## src/rtl/multicycle_alu.sv

```systemverilog
// Multicycle ALU: single-cycle add/sub/and/or/slt, bit-serial sll/srl,
// valid/ready handshake on both request and result sides.
module multicycle_alu (
  input  logic        clk,
  input  logic        rst_n,
  input  logic        in_valid,
  output logic        in_ready,
  input  logic [2:0]  ALU_control,
  input  logic [31:0] src_a,
  input  logic [31:0] src_b,
  output logic        out_valid,
  input  logic        out_ready,
  output logic [31:0] result,
  output logic        zero,
  output logic        err
);

  localparam int unsigned DW  = 32;
  localparam int unsigned CW  = 5;
  localparam int unsigned OPW = 3;

  localparam logic [OPW-1:0] OP_ADD = 3'b000;
  localparam logic [OPW-1:0] OP_SUB = 3'b001;
  localparam logic [OPW-1:0] OP_AND = 3'b010;
  localparam logic [OPW-1:0] OP_OR  = 3'b011;
  localparam logic [OPW-1:0] OP_SLL = 3'b100;
  localparam logic [OPW-1:0] OP_SLT = 3'b101;
  localparam logic [OPW-1:0] OP_SRL = 3'b110;
  localparam logic [OPW-1:0] OP_ILL = 3'b111;

  typedef enum logic [1:0] {IDLE, SHIFT, DONE} state_t;

  state_t          state;
  logic [CW-1:0]   cnt;
  logic            dir_srl;
  logic [DW-1:0]   alu_c;
  logic [DW-1:0]   shift_next_c;
  logic [CW-1:0]   shamt_c;

  assign shamt_c = src_b[CW-1:0];

  // Single-cycle operations, evaluated on the live inputs at acceptance
  always_comb begin
    alu_c = '0;
    case (ALU_control)
      OP_ADD:  alu_c = src_a + src_b;
      OP_SUB:  alu_c = src_a - src_b;
      OP_AND:  alu_c = src_a & src_b;
      OP_OR:   alu_c = src_a | src_b;
      OP_SLT:  alu_c = DW'($signed(src_a) < $signed(src_b));
      default: alu_c = '0;
    endcase
  end

  // result doubles as the shift working register while out_valid is low
  assign shift_next_c = dir_srl ? (result >> 1) : (result << 1);

  always_ff @(posedge clk or negedge rst_n) begin
    if (!rst_n) begin
      state     <= IDLE;
      cnt       <= '0;
      dir_srl   <= 1'b0;
      in_ready  <= 1'b1;
      out_valid <= 1'b0;
      result    <= '0;
      zero      <= 1'b0;
      err       <= 1'b0;
    end else begin
      case (state)
        IDLE: begin
          if (in_valid && in_ready) begin
            in_ready <= 1'b0;
            err      <= 1'b0;
            if (ALU_control == OP_SLL || ALU_control == OP_SRL) begin
              dir_srl <= (ALU_control == OP_SRL);
              result  <= src_a;
              if (shamt_c == '0) begin
                zero      <= (src_a == '0);
                out_valid <= 1'b1;
                state     <= DONE;
              end else begin
                cnt   <= shamt_c;
                state <= SHIFT;
              end
            end else if (ALU_control == OP_ILL) begin
              result    <= '0;
              zero      <= 1'b1;
              err       <= 1'b1;
              out_valid <= 1'b1;
              state     <= DONE;
            end else begin
              result    <= alu_c;
              zero      <= (alu_c == '0);
              out_valid <= 1'b1;
              state     <= DONE;
            end
          end
        end
        SHIFT: begin
          result <= shift_next_c;
          cnt    <= cnt - CW'(1);
          if (cnt == CW'(1)) begin
            zero      <= (shift_next_c == '0);
            out_valid <= 1'b1;
            state     <= DONE;
          end
        end
        DONE: begin
          if (out_ready) begin
            out_valid <= 1'b0;
            in_ready  <= 1'b1;
            state     <= IDLE;
          end
        end
        default: state <= IDLE;
      endcase
    end
  end

endmodule

```

## config.mk

```make
export PLATFORM = sky130hd
export DESIGN_NAME = multicycle_alu
export DESIGN_NICKNAME = d
export VERILOG_FILES = /design/src/rtl/multicycle_alu.sv
export SDC_FILE = /design/constraint.sdc
export NUM_CORES = 1
export LEC_CHECK = 0
export ABC_AREA = 0
export CAP_MARGIN = 20
export CORE_ASPECT_RATIO = 1.1
export CORE_MARGIN = 2
export CORE_UTILIZATION = 52
export CTS_CLUSTER_SIZE = 28
export DETAILED_ROUTE_END_ITERATION = 8
export HOLD_SLACK_MARGIN = 0.08
export PLACE_DENSITY = 0.9
export SYNTH_ARGS = -nofsm -noshare
export SYNTH_HDL_FRONTEND = slang
export SYNTH_SLANG_ARGS = --single-unit
```

## constraint.sdc

```tcl
create_clock -name clk -period 3.1 [get_ports clk]
set_input_delay 0.465 -clock clk [delete_from_list [all_inputs] [get_ports clk]]
set_output_delay 0.465 -clock clk [all_outputs]
set_load 0.03 [all_outputs]
```

==> impl_metrics.json, run 1 <==
{
  "start_util": 0.526,
  "die_x_um": 124,
  "synth-seq-cells": 44,
  "syn-mean-instance-area_um2": 7.15,
  "fp.dieH_um": 136,
  "dpl.hpwl_mm": 30.6,
  "htreeDepth": 2,
  "io_pins": 107,
  "rows": 48,
  "async_reset_ff_frac": 1.00,
  "mappedNetlistNets": 1331,
  "clock_path_buffers": 2,
  "ys_top_cells_by_area": "ha_1, dfrtp_1, a21oi_1",
  "synth_edf_count": 0,
  "clock_sinks": 44,
  "ys_warn_count": 0,
  "track_usage": 0.804,
  "synth_ff_type": "dfrtp_1",
  "ys_seq_area_frac": 0.135,
  "stop_error": "[ERROR GRT-0116] Global routing finished with congestion. Check the congestion regions in the DRC Viewer.",
  "grt-ovfl-total": 105,
  "postCtsHoldBufs": 0,
  "lastStage": "5_1_grt",
  "clockRootBuffer": "clkbuf_16",
  "synth_top_cell_area_share": 0.173,
  "grt_max_degree": 58,
  "port_buffers": 106,
  "yosysTopAreaCell": "ha_1",
  "grt_first_pass_wirelength_mm": 101,
  "status": "aborted with a tool error",
  "yosysUniqueCellTypes": 82,
  "syn_inst": 1145,
  "place_area_um2": 12100,
  "cts_buffers": 5,
  "syn-cell-area_um2": 8180,
  "first_global_vias": 15943,
  "place.gp.congestion": 1.10
}
[per-stage QoR]
| step | std cells | setup slack, ns | TNS, ns |
|---|---|---|---|
| detailed placement | 1764 | -1.14 | -21.93 |
| floorplan | 1145 | -0.137 | -0.199 |
| CTS | 1807 | -0.281 | -0.690 |
| global placement | 1764 | -0.949 | -16.93 |
[cell families after synthesis]
group                    share of synthesized area
flip-flops                                   0.135
buffers and inverters                       0.0875
AO/OA/AOI/OAI                                0.325
multiplexers                                0.0417
XOR/XNOR                                    0.0193
adder cells (fa/ha/maj)                      0.178
AND/OR/NAND/NOR                              0.214
[routing by layer]
metal / global-route usage / GRT overflow
met4: 0.789 / 37
met5: 0.359 / 0
met3: 0.690 / 5
met1: 0.814 / 5
met2: 0.925 / 58
[synthesized netlist by cell type (8+ instances only)]
library cell	instances
ha_1	113
o221ai_1	25
a31oi_1	9
o31ai_1	14
a21oi_1	117
o21ai_0	61
a221o_1	9
nor3_1	26
nand4_1	14
nor2b_1	12
nor4_1	23
a211oi_1	27
clkbuf_1	50
mux2_2	9
nand3_1	19
buf_4	9
a21o_1	9
or3_1	10
dfrtp_1	43
inv_1	108
mux2i_1	24
o211ai_1	25
nand2_1	107
nand2b_1	8
nor2_1	103
o22ai_1	9
xnor2_1	15
a221oi_1	8
[timing repair]
action                     CTS
pin swaps                  101
setup endpoints to repair   27
gates resized for setup    308
setup buffers               35
hold endpoints to repair     0
==> run 2: changes to the inputs <==
- CORE_ASPECT_RATIO: 1.1 -> unset
- CORE_UTILIZATION: 52 -> 40
- CTS_CLUSTER_SIZE: 28 -> unset
- HOLD_SLACK_MARGIN: 0.08 -> unset
- PLACE_DENSITY: 0.9 -> unset
- PLACE_DENSITY_LB_ADDON: unset -> 0.15
- clock period: 3.1 -> 4.05 ns (I/O delays scaled with it)
==> run 2 against run 1 <==
The run now ends clean. Synthesized cell count did not move. Synthesized area stayed put.
==> impl_metrics.json, run 2 <==
{
  "synth-seq-cells": 44,
  "drive_gt1_frac": 0.222,
  "cp-end-kind": "flip-flop",
  "first_global_vias": 9380,
  "min_period_ns": 3.95,
  "clockRootBuffer": "clkbuf_16",
  "syn_inst": 1145,
  "syn-cell-area_um2": 8180,
  "place.gp.congestion": 0.966,
  "regMostFlops": "result",
  "status": "complete, no violations",
  "start_util": 0.406,
  "r2r-end": "zero",
  "syn-mean-instance-area_um2": 7.15,
  "htreeDepth": 2,
  "p_leak_nw": 5.30,
  "cts_buffers": 5,
  "pwr-share-seq": 0.246,
  "power_density_nw_per_um2": 335,
  "nNetsFinal": 1612,
  "setup_viol": 0,
  "worstPathRequired_ns": 4.28,
  "num_vias": 10039,
  "synth_edf_count": 0,
  "rsz0062_at_grt": "true",
  "layout_commonest_cell": "buf_4",
  "clock_path_buffers": 2,
  "worstPathMaxFanout": 4,
  "yosysMostFrequentCell": "a21oi_1",
  "synth_top_cell_area_share": 0.173,
  "syn2layout_area_growth_pct": 40.3,
  "yosysTopAreaCell": "ha_1",
  "clkLatencyLatePin_ns": 0.29,
  "dpl.hpwl_mm": 27.5,
  "antenna_found_initial": 0,
  "p_clk_frac": 0.109,
  "finalWorstSetupSlack_ns": 0.0951,
  "slew_violations": 0,
  "sw_frac_of_total": 0.476,
  "antenna_cells": 0,
  "grt_first_pass_wirelength_mm": 52.2,
  "hold_violations": 0,
  "tightest_slew_ns": 0.837,
  "rows": 52,
  "worstSetupStartpointType": "primary input",
  "slew_headroom": 0.441,
  "max_freq_ghz": 0.253,
  "period_share": 0.977,
  "mappedNetlistNets": 1331,
  "wl_per_cell_um": 20.0,
  "reg2regPathDepth": 11,
  "drv_cap": 0,
  "ant_nets": 0,
  "io_pins": 107,
  "largest_reg_flops": 32,
  "min_path_type": "primary input to asynchronous set/reset pin",
  "reg_top3": "result (32), cnt (5), state (2)",
  "grt_max_degree": 72,
  "clock_sinks": 44,
  "dr.pass1.iters": 8,
  "combPwrFrac": 0.646,
  "p_int_mw": 2.02,
  "hold_slack_ns": 0.178,
  "fp.dieH_um": 147,
  "cp.arrival_ns": 4.18,
  "reg2reg_setup_slack_ns": 0.52,
  "n_fill_cell": 1987,
  "ys_top_cells_by_area": "ha_1, dfrtp_1, a21oi_1",
  "final_core_util": 0.569,
  "ir_drop_v": 0.000217,
  "drc_errors": 0,
  "async_reset_ff_frac": 1.00,
  "dieArea_um2": 21600,
  "grt-ovfl-total": 0,
  "clkTransAtPathRegs_ns": 0.06,
  "dp_slack_ns": -0.512,
  "track_usage": 0.305,
  "viasPerCell": 5.92,
  "cts_tree": "yes",
  "ys_seq_area_frac": 0.135,
  "port_buffers": 106,
  "synth_common_cells": "a21oi_1, ha_1, inv_1",
  "routed_wl_mm": 33.9,
  "synth_ff_type": "dfrtp_1",
  "r2r-start": "result[14]",
  "critPathKind": "primary input to flip-flop",
  "core_um2": 20200,
  "yosysUniqueCellTypes": 82,
  "switching_power_mw": 1.83,
  "ys_warn_count": 0,
  "final_cell_mix": "buf_4, a21oi_1, ha_1",
  "skew_ns": 0.00440,
  "die_x_um": 147,
  "drt-initial-drc-count": 1057
}
==> run 2: cell counts after synthesis <==
Identical to the previous run, type by type.
==> run 2: cells by family (layout without fill, tap and decap cells) <==
| logic type | after synthesis | after routing | synth area share |
|---|---|---|---|
| compound gates | 395 | 395 | 0.325 |
| simple gates | 360 | 360 | 0.214 |
| buf+inv | 180 | 462 | 0.0875 |
| fa+ha+maj | 115 | 115 | 0.178 |
| flops | 44 | 44 | 0.135 |
| mux | 33 | 33 | 0.0417 |
| xor+xnor | 18 | 18 | 0.0193 |
==> run 2: critical path: stages <==
cell	delay, ns
clkdlybuf4s50_1	0.52
inv_1	0.10
ha_1	0.20
or2_2	0.33
o221ai_4	0.19
a21oi_2	0.13
o311ai_2	0.32
buf_4	0.19
a211oi_1	0.06
buf_4	0.17
buf_4	0.14
or3_1	0.35
o21ai_1	0.10
xnor2_1	0.13
o22ai_1	0.16
nor4bb_2	0.28
a41o_1	0.19
==> run 2: stage by stage <==
stage	cells	TNS (ns)	cell area (um^2)	total power, mW
after floorplan	1145	0	8180	2.23
after global placement	1684	-2.50	11000	3.32
after detailed placement	1684	-4.18	11000	3.33
after CTS	1692	-0.0773	11200	3.76
after global routing	1697	-0.0593	11500	4.07
final	1697	0	11500	3.84
==> run 2: area by class of cell <==
class | instances | area, um^2 | area share
well taps | 270 | 338 | 0.0294
clock buffers | 8 | 146 | 0.0128
flip-flops and latches | 44 | 1100 | 0.0960
repair buffers | 344 | 2880 | 0.251
multi-input cells | 921 | 6600 | 0.575
inverters | 110 | 413 | 0.0360
==> run 2: worst max-delay path by stage <==
stage / cells after the start / endpoint / from / slack, ns
6_report: 17 / zero / src_b[1] / 0.1
3_3_place_gp: 15 / zero / src_a[0] / -0.44
4_1_cts: 15 / zero / src_a[0] / -0.08
2_1_floorplan: 14 / zero / src_a[0] / 0.44
5_1_grt: 17 / zero / src_b[1] / -0.04
3_5_place_dp: 15 / zero / src_a[0] / -0.51
==> run 2: timing repair <==
item                       CTS  global route
hold buffers                 0             0
setup endpoints to repair    6            13
buffers inserted             0             4
resized for setup            6            46
pin swaps                    0            24
==> run 2: power by group through the flow <==
stage                     Combinational, mW  Sequential [mW]  Clock, mW
after floorplan                        1.09             1.14          0
after global placement                 2.38            0.932          0
after detailed placement               2.40            0.936          0
after CTS                              2.41            0.929      0.417
after global routing                   2.67            0.961      0.438
final                                  2.48            0.945      0.417
==> run 2: metal layers <==
| metal | up-vias | share of wire | global-route usage |
|---|---|---|---|
| li1 | 4783 | - | - |
| met1 | 4724 | 0.45 | 0.433 |
| met2 | 478 | 0.44 | 0.481 |
| met3 | 54 | 0.081 | 0.0475 |
| met4 | 0 | 0.027 | 0.0841 |
| met5 | - | 0 | 0 |
Note: power is estimated with default switching activity, not from simulation.
